File: config.mk
export PLATFORM = sky130hd
export DESIGN_NAME = mem_share_vn_iblut_rank_ld
export DESIGN_NICKNAME = d
export VERILOG_FILES = /design/src/rtl/mem_share_vn_iblut_rank_ld.sv
export SDC_FILE = /design/constraint.sdc
export NUM_CORES = 1
export LEC_CHECK = 0
export CAP_MARGIN = 15
export CORE_ASPECT_RATIO = 1.25
export CORE_MARGIN = 2
export CORE_UTILIZATION = 56
export DETAILED_ROUTE_END_ITERATION = 16
export PLACE_DENSITY_LB_ADDON = 0.08
export SLEW_MARGIN = 0
export SYNTH_ARGS = -nofsm -noshare
export SYNTH_HDL_FRONTEND = slang
export SYNTH_SLANG_ARGS = --single-unit
export TNS_END_PERCENT = 10
File: constraint.sdc
create_clock -name sys_clk -period 1.9 [get_ports sys_clk]
set_input_delay 0.38 -clock sys_clk [delete_from_list [all_inputs] [get_ports sys_clk]]
set_output_delay 0.38 -clock sys_clk [all_outputs]
set_load 0.01 [all_outputs]
File: src/rtl/mem_share_vn_iblut_rank_ld.sv
// IB lookup RAM rank for a VN share group: one RAM per channel, run-time
// sharing degree per channel, two-stage read pipeline and a handshaked load engine.
module mem_share_vn_iblut_rank_ld #(
  parameter int CH_NUM        = 4,
  parameter int QUAN_SIZE     = 4,
  parameter int COL_SEL_WIDTH = 2,
  parameter int CFG_W         = $clog2(COL_SEL_WIDTH + 1),
  parameter int DEPTH         = 2 ** (COL_SEL_WIDTH + QUAN_SIZE)
) (
  input  logic                            sys_clk,
  input  logic                            rstn,
  input  logic [CFG_W*CH_NUM-1:0]         cfg_colsel_bits_i,
  input  logic                            rd_valid_i,
  output logic                            rd_ready_o,
  input  logic [COL_SEL_WIDTH*CH_NUM-1:0] colsel_vec_i,
  input  logic [QUAN_SIZE*CH_NUM-1:0]     c2v_msg_vec_i,
  output logic                            v2c_valid_o,
  output logic [QUAN_SIZE*CH_NUM-1:0]     v2c_msg_vec_o,
  input  logic                            remap_en_n,
  input  logic [CH_NUM-1:0]               load_ch_mask_i,
  input  logic                            load_valid_i,
  output logic                            load_ready_o,
  input  logic [QUAN_SIZE-1:0]            load_data_i,
  output logic                            load_done_o,
  output logic                            load_busy_o
);

  localparam int AW = COL_SEL_WIDTH + QUAN_SIZE;
  localparam logic [AW-1:0] LAST_IDX = AW'(DEPTH - 1);

  typedef enum logic [1:0] {
    ST_IDLE = 2'd0,
    ST_LOAD = 2'd1,
    ST_DONE = 2'd2
  } state_t;

  state_t        state_q, state_d;
  logic [AW-1:0] cnt_q, cnt_d;

  // Handshakes: a transfer happens on the rising edge where valid and ready are
  // both high; ready never depends on valid, and valid may be raised at any time.
  logic rd_ready_q, load_ready_q, load_done_q, load_busy_q;
  logic rd_fire, load_fire;

  assign rd_fire   = rd_valid_i && rd_ready_q;
  assign load_fire = load_valid_i && load_ready_q;

  // ---------------------------------------------------------------------------
  // Load FSM
  // ---------------------------------------------------------------------------
  always_ff @(posedge sys_clk or negedge rstn) begin
    if (!rstn) begin
      state_q <= ST_IDLE;
      cnt_q   <= '0;
    end else begin
      state_q <= state_d;
      cnt_q   <= cnt_d;
    end
  end

  always_comb begin
    state_d = state_q;
    cnt_d   = cnt_q;
    case (state_q)
      ST_IDLE: begin
        if (!remap_en_n) begin
          state_d = ST_LOAD;
          cnt_d   = '0;
        end
      end
      ST_LOAD: begin
        if (load_fire) cnt_d = cnt_q + AW'(1);
        // Abort wins over the final beat; the beat itself is still written.
        if (remap_en_n) begin
          state_d = ST_IDLE;
          cnt_d   = '0;
        end else if (load_fire && (cnt_q == LAST_IDX)) begin
          state_d = ST_DONE;
        end
      end
      ST_DONE: begin
        if (remap_en_n) state_d = ST_IDLE;
      end
      default: begin
        state_d = ST_IDLE;
        cnt_d   = '0;
      end
    endcase
  end

  // Status flags are registered copies of the next state so every output is
  // zero while reset is held and tracks the state register afterwards.
  always_ff @(posedge sys_clk or negedge rstn) begin
    if (!rstn) begin
      rd_ready_q   <= 1'b0;
      load_ready_q <= 1'b0;
      load_done_q  <= 1'b0;
      load_busy_q  <= 1'b0;
    end else begin
      rd_ready_q   <= (state_d == ST_IDLE);
      load_ready_q <= (state_d == ST_LOAD);
      load_done_q  <= (state_d == ST_DONE);
      load_busy_q  <= (state_d == ST_LOAD);
    end
  end

  assign rd_ready_o   = rd_ready_q;
  assign load_ready_o = load_ready_q;
  assign load_done_o  = load_done_q;
  assign load_busy_o  = load_busy_q;

  // ---------------------------------------------------------------------------
  // Address generation: keep the low min(cfg, COL_SEL_WIDTH) column-select bits
  // ---------------------------------------------------------------------------
  logic [CH_NUM-1:0][COL_SEL_WIDTH-1:0] keep_mask;
  logic [CH_NUM-1:0][AW-1:0]            addr_d;

  always_comb begin
    keep_mask = '0;
    addr_d    = '0;
    for (int k = 0; k < CH_NUM; k++) begin
      for (int b = 0; b < COL_SEL_WIDTH; b++) begin
        keep_mask[k][b] = (int'(cfg_colsel_bits_i[k*CFG_W +: CFG_W]) > b);
      end
      addr_d[k] = {colsel_vec_i[k*COL_SEL_WIDTH +: COL_SEL_WIDTH] & keep_mask[k],
                   c2v_msg_vec_i[k*QUAN_SIZE +: QUAN_SIZE]};
    end
  end

  // ---------------------------------------------------------------------------
  // Read pipeline stage 1: registered addresses
  // ---------------------------------------------------------------------------
  logic                      s1_valid_q;
  logic [CH_NUM-1:0][AW-1:0] s1_addr_q;
  logic                      s2_valid_q;

  always_ff @(posedge sys_clk or negedge rstn) begin
    if (!rstn) begin
      s1_valid_q <= 1'b0;
      s1_addr_q  <= '0;
      s2_valid_q <= 1'b0;
    end else begin
      s1_valid_q <= rd_fire;
      if (rd_fire) s1_addr_q <= addr_d;
      s2_valid_q <= s1_valid_q;
    end
  end

  assign v2c_valid_o = s2_valid_q;

  // ---------------------------------------------------------------------------
  // Per-channel RAM and stage 2 output register (read-first on collision)
  // ---------------------------------------------------------------------------
  for (genvar k = 0; k < CH_NUM; k++) begin : g_ch
    logic [QUAN_SIZE-1:0] mem_q [DEPTH];
    logic [QUAN_SIZE-1:0] rd_data_q;

    always_ff @(posedge sys_clk) begin
      if (load_fire && load_ch_mask_i[k]) mem_q[cnt_q] <= load_data_i;
    end

    always_ff @(posedge sys_clk or negedge rstn) begin
      if (!rstn) begin
        rd_data_q <= '0;
      end else if (s1_valid_q) begin
        rd_data_q <= mem_q[s1_addr_q[k]];
      end
    end

    assign v2c_msg_vec_o[k*QUAN_SIZE +: QUAN_SIZE] = rd_data_q;
  end

endmodule

==> impl_metrics.tcl, run 1 <==
set metrics [dict create \
    nets 2851 \
    min_from "load_data_i[1]" \
    diodes 0 \
    antenna_found_initial 0 \
    cts_buffer_depth 3 \
    drv_cap 0 \
    synthesis.area_um2 42900 \
    die_w_um 251 \
    fin_crit_sh 1.10 \
    cts_buffers 101 \
    setup_ws_ns -0.191 \
    grt_pass1_wl_um 158000 \
    hold_class "input port to register" \
    drive_gt1_frac 0.362 \
    criticalPathCategory "register to register" \
    grt_pass1_vias 24200 \
    power_uw 53000 \
    synth_commonest_cells "edfxtp_1, nor2_1, mux4_2, mux2i_1, nand2_1" \
    violations "negative setup slack" \
    grt_max_degree 87 \
    die_y_um 313 \
    vias 23400 \
    ir_drop_uv 1010 \
    cp.buffers_inverters 2 \
    fin_skew_ns 0.0163 \
    p_leak_uw 0.0179 \
    hold_ws_ns 0.0535 \
    synth_enable_flop_cells 1024 \
    cp-start-kind "register" \
    crit_path_end_kind "register" \
    coreArea_um2 75900 \
    multi_input_area_um2 10600 \
    ff_latch_area_um2 32100 \
    worst-path-max-fanout 22 \
    area_growth_pct 22.1 \
    synth_top_area_frac 0.718 \
    crit_top_cell "buf_12" \
    placedInstanceArea_um2 47800 \
    yosys_warnings 0 \
    clock-sinks 1077 \
    final_area_um2 52300 \
    r2r-end "g_ch[0].rd_data_q[2]$_DFFE_PN0P_" \
    grt-ovfl-total 0 \
    post_drt_wl_per_cell_um 27.9 \
    yosysSeqAreaShare 0.749 \
    ys_seq_elements 1077 \
    drt_pass1_iterations 5 \
    remaining_drc_errors 0 \
    routed_wl_um 108000 \
    antenna_left 0 \
    r2r_slack_ns -0.19 \
    async_flop_share 0.0492 \
    synth_area_per_cell_um2 18.6 \
    htree_levels 3 \
    outcome "finished with violations" \
    fmax_ghz 0.478 \
    place.port_buffers 65 \
    track_usage 0.278 \
    cp.required_ns 2.43 \
    critPathArrivalTime_ns 2.62 \
    dp_hpwl_um 74000 \
    setup_viol 20 \
    crit_path_top_delay_cell "dfrtp_4" \
    rr_worst_depth 7 \
    cp_cell_sequence "buf_12 > buf_12 > mux2i_1 > a22oi_1 > nand3_1 > and4_1 > o221ai_1" \
    powerDensity_nw_per_um2 1010 \
    synth.most_common_cell "edfxtp_1" \
    finalSetupTns_ns -1.73 \
    ys_top_cells_by_area "edfxtp_1, mux4_2, mux2i_1" \
    synth_ff_type "edfxtp_1" \
    vias_per_cell 6.06 \
    synth_cells 2306 \
    initial_core_util 0.564 \
    fin_crit_ns 2.09 \
    stdcell_count 3870 \
    synthesis.nets 2352 \
    cts.clk_slew.worst_paths_ns 0.06 \
    rsz0062_at_grt "true" \
    io-pin-count 66 \
    tightest_slew_ns 0.618 \
    synth_top_area_cell "edfxtp_1" \
    hold_viol 0 \
    place_inst 3644 \
    crit_family "flip-flops" \
    min_to "g_ch[3].mem_q[61][1]$_DFFE_PP_" \
    rr_startpoint "s1_addr_q[2]$_DFFE_PN0P_" \
    hold_depth 1 \
    clk_latency_ns 0.67 \
    dieArea_um2 78800 \
    cts_tree "done" \
    gp_congestion 0.936 \
    synth.distinct_cells 37 \
    num_rows 113 \
    filler_cell_count 4914 \
    root_buffer "clkbuf_16" \
    drtIter0Drc 2269 \
    slowest_delay_ns 0.42 \
    maxSlewHeadroom 0.587 \
    maxSlewViolCount 0 \
]
## cell families (layout without fill, tap and decap cells)
group                      after synthesis  after routing  share of synthesized area
DFF                                   1077           1077                      0.749
and+or+nand+nor                        513            513                     0.0519
muxes                                  389            389                      0.152
AOI/OAI and AO/OA                      170            170                     0.0277
buffers and inverters                  152            739                     0.0187
xor gates and xnor gates                 4              4                   0.000817
adders and majority gates                1              1                   0.000292
## through the flow
stage                      util  setup slack, ns
after floorplan               -          -0.0127
after global placement    0.630           -0.375
after detailed placement  0.630           -0.385
after CTS                 0.681           -0.178
after global routing      0.689           -0.242
final                     0.689           -0.191
## layer usage
| layer | global-route usage | up-vias | part of all wire |
|---|---|---|---|
| met5 | 0 | - | 0 |
| met4 | 0.108 | 0 | 0.038 |
| met3 | 0.0429 | 221 | 0.068 |
| met2 | 0.472 | 860 | 0.51 |
| met1 | 0.365 | 12200 | 0.38 |
| li1 | - | 10200 | - |
## worst register-to-register path: stages (launching register included)
cell      delay (ns)
dfrtp_4         0.42
buf_12          0.18
buf_12          0.24
mux2i_1         0.43
a22oi_1         0.15
nand3_1         0.14
and4_1          0.26
o221ai_1        0.13
## worst max-delay path by stage
stage	start	to	slack (ns)	cells past startpoint
floorplan	cnt_q[2]$_DFFE_PN0P_	g_ch[3].mem_q[28][0]$_DFFE_PP_	-0.01	4
global placement	load_valid_i	g_ch[0].mem_q[24][1]$_DFFE_PP_	-0.37	7
CTS	s1_addr_q[8]$_DFFE_PN0P_	g_ch[1].rd_data_q[0]$_DFFE_PN0P_	-0.18	7
global route	s1_addr_q[0]$_DFFE_PN0P_	g_ch[0].rd_data_q[3]$_DFFE_PN0P_	-0.24	5
detailed placement	load_valid_i	g_ch[1].mem_q[52][2]$_DFFE_PP_	-0.39	7
finish	s1_addr_q[2]$_DFFE_PN0P_	g_ch[0].rd_data_q[2]$_DFFE_PN0P_	-0.19	7
## layout by cell type (no fill, tap or decap), types with 10 or more instances in the layout
| cell type | count |
|---|---|
| a211o_1 | 12 |
| nor2b_1 | 14 |
| mux2i_2 | 17 |
| dlymetal6s2s_1 | 13 |
| buf_4 | 393 |
| clkbuf_16 | 106 |
| a21oi_1 | 33 |
| mux4_2 | 208 |
| edfxtp_1 | 1024 |
| o221ai_2 | 11 |
| o21ai_0 | 15 |
| a22oi_2 | 19 |
| inv_1 | 14 |
| clkinv_2 | 27 |
| nand3_1 | 26 |
| a22oi_1 | 45 |
| buf_12 | 48 |
| clkdlybuf4s50_1 | 39 |
| dfrtp_1 | 38 |
| nand2_1 | 104 |
| dfrtp_2 | 10 |
| nor2_1 | 222 |
| buf_6 | 21 |
| mux2_2 | 17 |
| clkbuf_8 | 13 |
| mux2i_1 | 144 |
| clkbuf_1 | 13 |
| nor2_2 | 44 |
| nand2_2 | 30 |
## registers in the layout (all words and copies together), names as in the netlist
signal / cells
g_ch.mem_q: 1024
s1_addr_q: 24
g_ch.rd_data_q: 16
cnt_q: 6
state_q: 2
load_busy_o: 1
load_done_o: 1
rd_ready_o: 1
s1_valid_q: 1
v2c_valid_o: 1
## power by group
part / total (uW) / switching (uW) / internal [uW]
Combinational: 6160 / 3090 / 3080
Clock: 20400 / 8700 / 11700
Sequential: 26500 / 282 / 26200
## area by class of cell
type	count	share of cell area
clock buffer	129	0.0536
clock inverter	62	0.0113
inverter	14	0.00100
multi-input combinational	1077	0.202
sequential	1077	0.613
tap	977	0.0234
timing repair buffer	534	0.0951
## repair_timing
action                                  CTS  global route
endpoints found under the setup margin  401           714
buffers inserted                         19            16
gates cloned                              2             3
pin swaps                                19            32
endpoints found under the hold margin    50             0
resized for setup                        73           161
hold buffers                              1             0
(Power assumes the default switching activity.)
==> inputs of run 2 (changes only) <==
GPL_TIMING_DRIVEN = 1   (was not set)
SKIP_CTS_REPAIR_TIMING = 1   (was not set)
==> run 2 against run 1 <==
  * The flow still finishes with violations (negative setup slack)
  * Via count hardly changed
  * Hold slack hardly changed
  * Routed wire length is 0.15% higher
  * Critical path depth stayed put
  * Final cell count is 0.31% higher
  * Clock-buffer cell count stayed put
  * Combinational power is 0.8% lower
  * Total power hardly changed
  * Core utilization is 0.13 points higher
  * Clock skew is 0.0064 ns higher
  * Largest cell class unchanged
  * Largest power group unchanged
  * Highest routed layer unchanged
==> impl_metrics.tcl, run 2 (synthesis gave the netlist of run 1 again) <==
set metrics [dict create \
    outcome "finished with violations" \
    violations "negative setup slack" \
    area_growth_pct 22.4 \
    post_drt_wl_per_cell_um 27.8 \
    reg_top3 "g_ch.mem_q: 1024 flops, s1_addr_q: 24 flops, g_ch.rd_data_q: 16 flops" \
    slowest_delay_ns 0.42 \
    htree_levels 3 \
    cts_buffer_depth 3 \
    dieArea_um2 78800 \
    drv_cap 0 \
    cts.clk_slew.worst_paths_ns 0.06 \
    rsz0062_at_grt "true" \
    stdcell_count 3882 \
    ff_latch_area_um2 32100 \
    final_area_um2 52400 \
    clock-sinks 1077 \
    cts_buffers 101 \
    grt_max_degree 87 \
    vias_per_cell 6.04 \
    grt-ovfl-total 0 \
    mostFrequentLayoutCell "edfxtp_1" \
    largest_register_ffs 1024 \
    cp.required_ns 2.43 \
    initial_core_util 0.564 \
    powerDensity_nw_per_um2 1010 \
    clk_latency_ns 0.67 \
    maxSlewViolCount 0 \
    num_rows 113 \
    place.port_buffers 65 \
    multi_input_area_um2 10600 \
    io-pin-count 66 \
    die_w_um 251 \
    fin_skew_ns 0.0227 \
    nets 2863 \
    cp-start-kind "register" \
    crit_family "flip-flops" \
    tightest_slew_ns 0.577 \
    fin_crit_sh 1.11 \
    track_usage 0.274 \
    grt_pass1_vias 24100 \
    crit_path_top_delay_cell "dfrtp_4" \
    fin_crit_ns 2.11 \
    cp_cell_sequence "buf_12 > buf_12 > mux2i_1 > a22oi_1 > nand3_1 > and4_1 > o221ai_1" \
    dp_hpwl_um 74000 \
    crit_top_cell "buf_12" \
    crit_path_end_kind "register" \
    routed_wl_um 108000 \
    place_inst 3644 \
    coreArea_um2 75900 \
    antenna_found_initial 0 \
    setup_viol 16 \
    fmax_ghz 0.474 \
    maxSlewHeadroom 0.615 \
    placedInstanceArea_um2 47800 \
    criticalPathCategory "register to register" \
    mostFrequentLayoutCells "edfxtp_1, buf_4, nor2_1, mux4_2, mux2i_1" \
    ir_drop_uv 1010 \
    gp_congestion 0.936 \
    drive_gt1_frac 0.361 \
    cp.buffers_inverters 2 \
    p_leak_uw 0.0180 \
    filler_cell_count 4948 \
    cts_tree "done" \
    hold_class "input port to register" \
    hold_viol 0 \
    regMostFlops "g_ch.mem_q" \
    antenna_left 0 \
    critPathArrivalTime_ns 2.64 \
    drt_pass1_iterations 5 \
    vias 23400 \
    remaining_drc_errors 0 \
    die_y_um 313 \
    grt_pass1_wl_um 156000 \
    diodes 0 \
    worst-path-max-fanout 22 \
    drtIter0Drc 2309 \
    setup_ws_ns -0.210 \
    root_buffer "clkbuf_16" \
]
## run 2: changes by cell type in the layout (fill, tap and decap cells not counted), moves of 4 or more
cell | previous run | this run
mux2i_1 | 144 | 150
buf_4 | 393 | 402
dlygate4sd2_1 | 8 | 0
nand2_4 | 0 | 4
nor2_4 | 6 | 11
mux2i_2 | 17 | 13
dlymetal6s2s_1 | 13 | 21
buf_6 | 21 | 29
## run 2: worst paths after layout
kind / from / to / slack, ns / cells after the start
setup reg to reg: s1_addr_q[2]$_DFFE_PN0P_ / g_ch[0].rd_data_q[2]$_DFFE_PN0P_ / -0.21 / 7
hold reg to reg: s1_addr_q[3]$_DFFE_PN0P_ / s1_addr_q[3]$_DFFE_PN0P_ / 0.55 / 1
hold / removal: load_data_i[1] / g_ch[3].mem_q[61][1]$_DFFE_PP_ / 0.05 / 1
setup / recovery: s1_addr_q[2]$_DFFE_PN0P_ / g_ch[0].rd_data_q[2]$_DFFE_PN0P_ / -0.21 / 7
min in group asynchronous: rstn / s1_addr_q[13]$_DFFE_PN0P_ / 0.18 / 2
max in group asynchronous: rstn / s1_addr_q[18]$_DFFE_PN0P_ / 1.10 / 3
## run 2: metal layers
metal  vias up  GRT usage  part of all wire
met5         -          0                 0
met4         0      0.108             0.036
met3       193     0.0423             0.065
met2       907      0.465              0.52
met1     12100      0.362              0.38
li1      10200          -                 -
## run 2: where the power goes
part	total, uW	switching [uW]	internal, uW
Clock	20400	8710	11700
Sequential	26500	294	26200
Combinational	6110	3050	3060
## run 2: area by class of cell
| cell class | instances | area share |
|---|---|---|
| Clock inverter | 62 | 0.0113 |
| Sequential cell | 1077 | 0.612 |
| Multi-Input combinational cell | 1077 | 0.201 |
| Clock buffer | 129 | 0.0535 |
| Timing Repair Buffer | 546 | 0.0972 |
| Tap cell | 977 | 0.0233 |
| Inverter | 14 | 0.00100 |
## run 2: through the flow
stage	power, uW	TNS [ns]	hold slack, ns	util	worst slack (ns)
6_report	53000	-2.21	0.0536	0.691	-0.210
5_1_grt	54600	-4.14	0.0321	0.691	-0.293
4_1_cts	52800	-37.09	-0.387	0.674	-0.393
3_5_place_dp	32500	-153.81	0.328	0.630	-0.385
3_3_place_gp	32400	-133.08	0.323	0.630	-0.375
2_1_floorplan	30300	-1.02	0.0844	-	-0.0127
